`src/rtl/game_pkg.sv`:
```
// Shared game definitions: controller states and the per-level guess limits.
package game_pkg;

  typedef enum logic [2:0] {
    ST_LOAD   = 3'd0,
    ST_PLAY   = 3'd1,
    ST_CHECK  = 3'd2,
    ST_LOCKED = 3'd3,
    ST_HALT   = 3'd4
  } state_e;

  // Largest legal entry for a level with the given digit count (9, 99, 999).
  function automatic logic [9:0] digit_limit(input logic [1:0] digits);
    case (digits)
      2'd1:    return 10'd9;
      2'd2:    return 10'd99;
      2'd3:    return 10'd999;
      default: return 10'd0;
    endcase
  endfunction

endpackage

```
`src/rtl/round_tracker_if.sv`:
```
// Player/level inputs and scoreboard outputs of the round tracker.
interface round_tracker_if;
  logic       tick_1hz;
  logic       confirm_btn;
  logic [9:0] guess_value;
  logic [9:0] secret_value;
  logic [6:0] Max_timer;
  logic [2:0] Max_guess;
  logic [1:0] Max_digit;
  logic [6:0] timer;
  logic [2:0] guess;
  logic [2:0] round;
  logic       too_high;
  logic       too_low;
  logic       hit;
  logic       range_err;

  modport master (
    output tick_1hz, confirm_btn, guess_value, secret_value, Max_timer, Max_guess, Max_digit,
    input  timer, guess, round, too_high, too_low, hit, range_err
  );

  modport slave (
    input  tick_1hz, confirm_btn, guess_value, secret_value, Max_timer, Max_guess, Max_digit,
    output timer, guess, round, too_high, too_low, hit, range_err
  );
endinterface

```
`src/rtl/rise_detect.sv`:
```
// Single-bit rising-edge detector; history restarts high so a held level is not an edge.
module rise_detect (
  input  logic clk,
  input  logic restart,
  input  logic d_i,
  output logic rise_o
);
  logic hist_q;

  always_ff @(posedge clk) begin
    if (restart) hist_q <= 1'b1;
    else         hist_q <= d_i;
  end

  assign rise_o = d_i & ~hist_q;
endmodule

```
`src/rtl/round_tracker.sv`:
```
// Guessing-game round controller: timer, guess and round counters plus result pulses.
module round_tracker
  import game_pkg::*;
(
  input  logic clk,
  input  logic restart,
  round_tracker_if.slave bus
);
  state_e     state_q, state_d;
  logic [6:0] timer_q, timer_d;
  logic [2:0] guess_q, guess_d;
  logic [2:0] round_q, round_d;
  logic [1:0] digit_q;
  logic [9:0] cap_q, cap_d;
  logic       too_high_q, too_high_d;
  logic       too_low_q, too_low_d;
  logic       hit_q, hit_d;
  logic       range_err_q, range_err_d;
  logic       confirm_rise;

  function automatic logic [2:0] sat_inc3(input logic [2:0] v);
    return (v == 3'd7) ? v : v + 3'd1;
  endfunction

  function automatic logic [6:0] sat_dec7(input logic [6:0] v, input logic en);
    return (en && v != 7'd0) ? v - 7'd1 : v;
  endfunction

  rise_detect u_confirm_rise (
    .clk    (clk),
    .restart(restart),
    .d_i    (bus.confirm_btn),
    .rise_o (confirm_rise)
  );

  always_comb begin
    state_d     = state_q;
    timer_d     = timer_q;
    guess_d     = guess_q;
    round_d     = round_q;
    cap_d       = cap_q;
    too_high_d  = 1'b0;
    too_low_d   = 1'b0;
    hit_d       = 1'b0;
    range_err_d = 1'b0;

    // Level control overrides whatever the round was doing.
    if (bus.Max_digit == 2'd0) begin
      state_d = ST_HALT;
    end else if (bus.Max_digit != digit_q) begin
      round_d = 3'd0;
      state_d = ST_LOAD;
    end else begin
      case (state_q)
        ST_LOAD: begin
          timer_d = bus.Max_timer;
          guess_d = 3'd0;
          state_d = ST_PLAY;
        end
        ST_PLAY: begin
          timer_d = sat_dec7(timer_q, bus.tick_1hz);
          if (confirm_rise) begin
            cap_d   = bus.guess_value;
            state_d = ST_CHECK;
          end else if (timer_q == 7'd0 || guess_q == bus.Max_guess) begin
            state_d = ST_LOCKED;
          end
        end
        ST_CHECK: begin
          timer_d = sat_dec7(timer_q, bus.tick_1hz);
          state_d = ST_PLAY;
          if (cap_q > digit_limit(bus.Max_digit)) begin
            range_err_d = 1'b1;
          end else begin
            guess_d = sat_inc3(guess_q);
            if (cap_q == bus.secret_value) begin
              hit_d   = 1'b1;
              round_d = sat_inc3(round_q);
              state_d = ST_LOAD;
            end else if (cap_q > bus.secret_value) begin
              too_high_d = 1'b1;
            end else begin
              too_low_d = 1'b1;
            end
          end
        end
        ST_LOCKED, ST_HALT: state_d = state_q;
        default:            state_d = ST_LOAD;
      endcase
    end
  end

  always_ff @(posedge clk) begin
    if (restart) begin
      state_q     <= ST_LOAD;
      timer_q     <= 7'd0;
      guess_q     <= 3'd0;
      round_q     <= 3'd0;
      too_high_q  <= 1'b0;
      too_low_q   <= 1'b0;
      hit_q       <= 1'b0;
      range_err_q <= 1'b0;
    end else begin
      state_q     <= state_d;
      timer_q     <= timer_d;
      guess_q     <= guess_d;
      round_q     <= round_d;
      too_high_q  <= too_high_d;
      too_low_q   <= too_low_d;
      hit_q       <= hit_d;
      range_err_q <= range_err_d;
    end
    digit_q <= bus.Max_digit;
  end

  // Captured entry is pure data; it is always rewritten before CHECK reads it.
  always_ff @(posedge clk) begin
    cap_q <= cap_d;
  end

  assign bus.timer     = timer_q;
  assign bus.guess     = guess_q;
  assign bus.round     = round_q;
  assign bus.too_high  = too_high_q;
  assign bus.too_low   = too_low_q;
  assign bus.hit       = hit_q;
  assign bus.range_err = range_err_q;
endmodule

```
`src/flat_wrapper.sv`:
```
// flat-port wrapper written by rule: the top's interface ports become plain ports
module round_tracker_flat import game_pkg::*;
  (clk, restart, bus_tick_1hz, bus_confirm_btn, bus_guess_value, bus_secret_value, bus_Max_timer, bus_Max_guess, bus_Max_digit, bus_timer, bus_guess, bus_round, bus_too_high, bus_too_low, bus_hit, bus_range_err);
  round_tracker_if bus_i ();
  input  logic clk;
  input  logic restart;
  input wire logic [$bits(bus_i.tick_1hz)-1:0] bus_tick_1hz;
  input wire logic [$bits(bus_i.confirm_btn)-1:0] bus_confirm_btn;
  input wire logic [$bits(bus_i.guess_value)-1:0] bus_guess_value;
  input wire logic [$bits(bus_i.secret_value)-1:0] bus_secret_value;
  input wire logic [$bits(bus_i.Max_timer)-1:0] bus_Max_timer;
  input wire logic [$bits(bus_i.Max_guess)-1:0] bus_Max_guess;
  input wire logic [$bits(bus_i.Max_digit)-1:0] bus_Max_digit;
  output wire logic [$bits(bus_i.timer)-1:0] bus_timer;
  output wire logic [$bits(bus_i.guess)-1:0] bus_guess;
  output wire logic [$bits(bus_i.round)-1:0] bus_round;
  output wire logic [$bits(bus_i.too_high)-1:0] bus_too_high;
  output wire logic [$bits(bus_i.too_low)-1:0] bus_too_low;
  output wire logic [$bits(bus_i.hit)-1:0] bus_hit;
  output wire logic [$bits(bus_i.range_err)-1:0] bus_range_err;
  assign bus_i.tick_1hz = bus_tick_1hz;
  assign bus_i.confirm_btn = bus_confirm_btn;
  assign bus_i.guess_value = bus_guess_value;
  assign bus_i.secret_value = bus_secret_value;
  assign bus_i.Max_timer = bus_Max_timer;
  assign bus_i.Max_guess = bus_Max_guess;
  assign bus_i.Max_digit = bus_Max_digit;
  assign bus_timer = bus_i.timer;
  assign bus_guess = bus_i.guess;
  assign bus_round = bus_i.round;
  assign bus_too_high = bus_i.too_high;
  assign bus_too_low = bus_i.too_low;
  assign bus_hit = bus_i.hit;
  assign bus_range_err = bus_i.range_err;
  round_tracker u_core (.clk(clk), .restart(restart), .bus(bus_i));
endmodule
```
`config.mk`:
```
export PLATFORM = sky130hd
export DESIGN_NAME = round_tracker_flat
export DESIGN_NICKNAME = d
export VERILOG_FILES = /design/src/rtl/game_pkg.sv /design/src/rtl/round_tracker_if.sv /design/src/rtl/rise_detect.sv /design/src/rtl/round_tracker.sv /design/src/flat_wrapper.sv
export SDC_FILE = /design/constraint.sdc
export NUM_CORES = 1
export LEC_CHECK = 0
export ABC_AREA = 1
export ABC_CLOCK_PERIOD_IN_PS = 1900
export CAP_MARGIN = 20
export CORE_MARGIN = 5
export CORE_UTILIZATION = 45
export DETAILED_ROUTE_END_ITERATION = 8
export PLACE_DENSITY = 0.78
export SYNTH_ARGS = -nofsm -noshare
export SYNTH_HDL_FRONTEND = slang
export SYNTH_SLANG_ARGS = --single-unit
```
`constraint.sdc`:
```
create_clock -name clk -period 1.9 [get_ports clk]
set_input_delay 0.285 -clock clk [delete_from_list [all_inputs] [get_ports clk]]
set_output_delay 0.285 -clock clk [all_outputs]
set_load 0.02 [all_outputs]
```
==> results of run 1 <==
## worst register-to-register path, stage by stage, from the launching register on
cell and delay, ns:
edfxtp_1 0.41, ha_1 0.32, or2_2 0.27, nand3_1 0.08, nand3_1 0.11, nand2_2 0.11, nand2_2 0.07, nand2_1 0.07
nand2_2 0.07, nor2_2 0.10, nor2_1 0.04
## path summary, 6_finish.rpt
check                           cells after the start           startpoint             endpoint  slack (ns)
worst max-delay path                               10      u_core.cap_q[5]  u_core.bus.round[0]        0.13
worst min-delay path                                2     bus_Max_digit[0]    u_core.digit_q[0]        0.45
worst max register to register                     10      u_core.cap_q[5]  u_core.bus.round[0]        0.13
worst min register to register                      2  u_core.bus.round[1]  u_core.bus.round[1]        0.50
## synth_stat cells (2+ instances only)
| master | n | share of area |
|---|---|---|
| nand2_1 | 57 | 0.10 |
| inv_1 | 40 | 0.071 |
| nor2_1 | 34 | 0.060 |
| ha_1 | 25 | 0.15 |
| dfxtp_1 | 23 | 0.22 |
| a21oi_1 | 16 | 0.038 |
| nand3_1 | 13 | 0.031 |
| edfxtp_1 | 10 | 0.14 |
| o21ai_0 | 8 | 0.019 |
| o21ai_1 | 7 | 0.017 |
| inv_2 | 6 | 0.011 |
| xnor2_1 | 5 | 0.021 |
| nand4_1 | 4 | 0.012 |
| nor3_1 | 3 | 0.0071 |
| a21oi_2 | 2 | 0.0083 |
| buf_6 | 2 | 0.011 |
| nand2_2 | 2 | 0.0059 |
| nand2_4 | 2 | 0.011 |
| nor2_2 | 2 | 0.0059 |
| nor2_4 | 2 | 0.011 |
| o21a_1 | 2 | 0.0071 |
| xor2_1 | 2 | 0.0083 |
## routing by layer
metal	share of wire	routed length, µm	up-vias	global-route usage
met2	0.49	2310	45	0.253
met3	0.047	226	5	0.0298
met5	0	0	-	0
met1	0.46	2180	884	0.205
met4	0.011	51	0	0.0490
li1	-	-	1037	-
## area by class of cell
type,count,area share
multi-input cells,195,0.405
flip-flops and latches,33,0.259
repair buffers,70,0.223
inverters,46,0.0589
clock buffers,8,0.0307
well taps,54,0.0230
## stage by stage
step / TNS [ns] / setup WS [ns] / std cells / power (µW)
floorplan: 0 / 0.0309 / 277 / 1020
global placement: -3.31 / -0.315 / 396 / 1180
detailed placement: -4.47 / -0.375 / 396 / 1190
CTS: 0 / 0.116 / 404 / 1730
global route: -0.0366 / -0.0311 / 406 / 1810
finish: 0 / 0.128 / 406 / 1730
## power breakdown
part           internal [µW]  switching (µW)
registers                749            21.4
clock network            295             241
logic                    207             213
## kinds of logic (layout without fill, tap and decap cells)
family | count (synthesis) | in the layout | share of synthesized area
compound gates | 40 | 40 | 0.109
flops | 33 | 33 | 0.360
buf+inv | 49 | 124 | 0.0959
simple gates | 123 | 123 | 0.258
fa+ha+maj | 25 | 25 | 0.148
xor+xnor | 7 | 7 | 0.0290
## sequential cells by signal (all words and copies together) (netlist names)
register,count
u_core.bus.range_err,1
u_core.bus.too_high,1
u_core.bus.round,3
u_core.bus.hit,1
u_core.state_q,3
u_core.bus.timer,7
u_core.bus.too_low,1
u_core.u_confirm_rise.hist_q,1
u_core.bus.guess,3
u_core.cap_q,10
u_core.digit_q,2
## timing repair
action                     CTS  global route
resized for setup            6             9
setup endpoints to repair    7             5
buffers inserted             0             2
pin swaps                    0             6
==> metrics.cfg, run 1 <==
[synth]
synth_edf_count=10
netlist_area_mm2=0.00211
async_flop_share=0
syn_avg_cell_area_um2=7.63
ys_seq_elements=33
yosysWarnings=0
synthCells=277
ys.flop_type=dfxtp_1
synth_fp_nets=338
yosysSeqAreaShare=0.360
yosys.cell_types.count=32

[clocking]
hold_buffers=0
clkSlewWorstSetupHoldPaths_ns=0.06
cts_buffers=5
clock_sinks=33
clk_latency_ns=0.28
cts_tree=done
cts-root-buf=clkbuf_8
clockBufferDepth=2
htreeDepth=2

[layout]
nets=412
final_common_cell=nand2_1
seqCellArea_um2=761
final_cell_mix=nand2_1 (53), clkdlybuf4s50_1 (50), inv_1 (39), nor2_1 (29), ha_1 (24)
diodes=0
nFillCells=399
area_growth_syn_to_layout_pct=38.8
postLayoutCoreUtil=0.634
multi_input_area_mm2=0.00119
final_layout_size_suffix_gt1_frac=0.159
final_area_mm2=0.00293

[die]
dieArea_mm2=0.00617
rows=25
io_pins=53
initial_core_util=0.456
die_w_um=78.5
coreArea_mm2=0.00463
die_h_um=78.5

[detailed_routing]
routed_wl_um=4770
vias=1971
dr.pass1.iters=5
vias_per_cell=4.85
drt-initial-drc-count=88
ant_nets=0
wl_per_cell_um=11.7
drc=0

[global_route]
grt_overflow=0
grt_pass1_vias=1807
grt_pass1_wl_um=7730
grt_use_total=0.155
grt_max_degree=14
antenna_found_initial=0

[timing]
holdWs_ns=0.449
hold_viol_final=0
finalCritPeriodShare=0.933
skew_ns=0.00195
drv_slew=0
worst-slew-pin-transition_ns=0.320
maxSlewHeadroom=0.787
layout_min_cycle_time_ns=1.77
max_freq_mhz=564
report.final.setup_viol=0

[placed_design]
port_buffers=52
globalplace.congestion=0.884
dpl_cell_area_mm2=0.00279
place_hpwl_um=3780

[setup_path]
arrival_ns=1.95
worstPathRequired_ns=2.08
start_kind=flop
crit_top_cell=nand2_2
cpLargestDelayFamily=simple AND/OR/NAND/NOR gates
worst_path_largest_cell_delay_ns=0.41
crit_chain=ha_1, or2_2, nand3_1, nand3_1, nand2_2, nand2_2, nand2_1, nand2_2, nor2_2, nor2_1
crit_slowest_cell=edfxtp_1
critPathKind=flop to flop
cp_num_buf_inv=0
crit_fanout=3
critical_path.endpoint_type=flop

[power_and_ir_drop]
peakVddDrop_mv=0.434
leakagePower_uw=0.00132
p_per_area_mw_per_mm2=589

[hold_path]
hp-class=input port to flop

[job]
maxCapViolCount=0

[run_status]
status=finished clean

(Power assumes the default switching activity.)
==> run 2: changes to the inputs <==
Settings changed: GPL_TIMING_DRIVEN from default to 0, REMOVE_ABC_BUFFERS from default to 1.
==> run 2 against run 1 <==
Net effect: register-to-register slack got worse by 0.02 ns; combinational power decreased by 3%; critical path type unchanged; die area unchanged; design area decreased by 0.34%; clock skew increased by 0.0056 ns; non-clock buffer count decreased by 15; highest routed layer unchanged; total power decreased by 2.1%; sequential cell count unchanged; sequential power about the same; worst setup slack got worse by 0.022 ns.
==> metrics.cfg, run 2 (same netlist as run 1, synthesis figures left out) <==
[setup_path]
start_kind=flop  ; unchanged
critical_path.endpoint_type=flop  ; unchanged
regToRegSetupSlack_ns=0.11  ; was 0.13 ns
rr_worst_depth=11  ; was 10
r2r_start=u_core.cap_q[7]  ; was u_core.cap_q[5]
critPathCapture=u_core.bus.round[1]  ; was u_core.bus.round[0]
reg2reg_to=u_core.bus.round[1]  ; was u_core.bus.round[0]
critPathKind=flop to flop  ; unchanged
arrival_ns=2.01  ; was 1.95 ns
startpoint=u_core.cap_q[7]  ; was u_core.cap_q[5]
worstPathRequired_ns=2.11  ; was 2.08 ns
crit_fanout=3  ; unchanged

[die]
dieArea_mm2=0.00617  ; unchanged
io_pins=53  ; unchanged
initial_core_util=0.456  ; unchanged
coreArea_mm2=0.00463  ; unchanged
die_h_um=78.5  ; unchanged
die_w_um=78.5  ; unchanged
rows=25  ; unchanged

[detailed_routing]
routed_wl_um=4750  ; was 4770 µm
ant_nets=0  ; unchanged
vias=1926  ; was 1971
wl_per_cell_um=12.2  ; was 11.7 µm
dr.pass1.iters=4  ; was 5
drc=0  ; unchanged
vias_per_cell=4.93  ; was 4.85
drt-initial-drc-count=115  ; was 88

[global_route]
grt_overflow=0  ; unchanged
grt_max_degree=14  ; unchanged
grt_pass1_wl_um=7630  ; was 7730 µm
antenna_found_initial=0  ; unchanged
grt_pass1_vias=1815  ; was 1807
grt_use_total=0.155  ; about the same

[timing]
finalWorstSetupSlack_ns=0.105  ; was 0.128 ns
skew_ns=0.00757  ; was 0.00195 ns
drv_slew=0  ; unchanged
worst-slew-pin-transition_ns=0.450  ; was 0.320 ns
report.final.setup_viol=0  ; unchanged
max_freq_mhz=557  ; was 564 MHz
fin_tns_setup_ns=0  ; unchanged
maxSlewHeadroom=0.699  ; was 0.787
hold_viol_final=0  ; unchanged
finalCritPeriodShare=0.945  ; was 0.933
holdWs_ns=0.194  ; was 0.449 ns
layout_min_cycle_time_ns=1.79  ; was 1.77 ns

[power_and_ir_drop]
power.internal_uw=1200  ; was 1250 µW
swShare=0.288  ; was 0.276
total_power_uw=1690  ; was 1730 µW
leakagePower_uw=0.00125  ; was 0.00132 µW
combPwrFrac=0.242  ; was 0.244
p_per_area_mw_per_mm2=579  ; was 589 mW/mm²
p_sw_uw=488  ; was 476 µW
peakVddDrop_mv=0.325  ; was 0.434 mV
power_frac_seq=0.455  ; was 0.446
clkPwrFrac=0.303  ; was 0.311

[placed_design]
globalplace.congestion=0.845  ; was 0.884
pre_cts_slack_ns=-0.670  ; was -0.375 ns
place_hpwl_um=3590  ; was 3780 µm
port_buffers=52  ; unchanged
dp_cells=381  ; was 396

[clocking]
clkSlewWorstSetupHoldPaths_ns=0.07  ; was 0.06 ns
clockBufferDepth=2  ; unchanged
cts-root-buf=clkbuf_8  ; unchanged
cts_buffers=5  ; unchanged
hold_buffers=0  ; unchanged
clock_sinks=33  ; unchanged
clk_latency_ns=0.28  ; about the same
htreeDepth=2  ; unchanged
cts_tree=done  ; unchanged

[layout]
seqCellArea_um2=761  ; unchanged
final_common_cell=clkdlybuf4s50_1  ; was nand2_1
area_growth_syn_to_layout_pct=38.3  ; was 38.8%
multi_input_area_mm2=0.00131  ; was 0.00119 mm²
diodes=0  ; unchanged
final_cells=391  ; was 406
nFillCells=395  ; was 399
top_register=u_core.cap_q  ; unchanged
final_layout_size_suffix_gt1_frac=0.175  ; was 0.159
largest_register_ffs=10  ; unchanged
final_cell_mix=clkdlybuf4s50_1 (50), nand2_1 (47), inv_1 (38), nor2_1 (29), dfxtp_1 (23)  ; was nand2_1 (53), clkdlybuf4s50_1 (50), inv_1 (39), nor2_1 (29), ha_1 (24)
nets=397  ; was 412

[run_status]
status=finished clean  ; unchanged

[job]
maxCapViolCount=0  ; unchanged

[hold_path]
hp-class=input port to flop  ; unchanged

[run 2: cell types whose count changed in the layout (fill, tap and decap cells not counted), sizes merged]
cell / delta
dlygate4sd2: -2
buf: -15
clkbuf: +2
[run 2: repair_timing]
| action | in CTS | in global routing |
|---|---|---|
| gates resized for setup | 6 | 31 |
| pin swaps | 0 | 17 |
| setup buffers | 0 | 2 |
| endpoints found under the setup margin | 20 | 7 |
[run 2: metal layers]
layer  track usage  vias up  wire length [µm]
met1         0.182      866              2090
met4        0.0682        0                67
met2         0.271       42              2410
met3        0.0310        6               185
li1              -     1012                 -
met5             0        -                 0
[run 2: layout make-up]
| class | instances | area share |
|---|---|---|
| well taps | 54 | 0.0231 |
| clock buffers | 8 | 0.0274 |
| flip-flops and latches | 33 | 0.260 |
| multi-input cells | 195 | 0.448 |
| repair buffers | 55 | 0.182 |
| inverters | 46 | 0.0591 |
[run 2: power by group through the flow]
stage                     logic [µW]  clock network, µW  registers (µW)
after CTS                        383                524             769
after global routing             460                558             773
after detailed placement         380                  0             785
final                            410                513             769
after global placement           372                  0             785
after floorplan                  207                  0             803
[run 2: metrics by stage]
stage,utilization,instance area [µm²]
2_1_floorplan,-,2080
3_3_place_gp,0.577,2670
3_5_place_dp,0.579,2680
4_1_cts,0.598,2770
5_1_grt,0.631,2920
6_report,0.631,2920
[run 2: how the worst min path moves through the flow]
stage | slack, ns | startpoint | cells past startpoint | to
2_1_floorplan | 0.31 | bus_Max_digit[0] | 0 | u_core.digit_q[0]
3_3_place_gp | 0.48 | u_core.state_q[1] | 2 | u_core.state_q[1]
3_5_place_dp | 0.49 | u_core.state_q[1] | 2 | u_core.state_q[1]
4_1_cts | 0.37 | bus_Max_digit[0] | 1 | u_core.digit_q[0]
5_1_grt | 0.20 | bus_Max_digit[1] | 1 | u_core.digit_q[1]
6_report | 0.19 | bus_Max_digit[0] | 1 | u_core.digit_q[0]
[run 2: critical path: stages (launching register included)]
cell and delay [ns]:
edfxtp_1 0.48, ha_4 0.32, nand2_2 0.06, nor2_4 0.15
nand3_2 0.10, nand3_2 0.10, nand2_2 0.08, nand2_2 0.11
nand2_1 0.07, nand2_2 0.09, nand2_1 0.07, a21oi_2 0.11
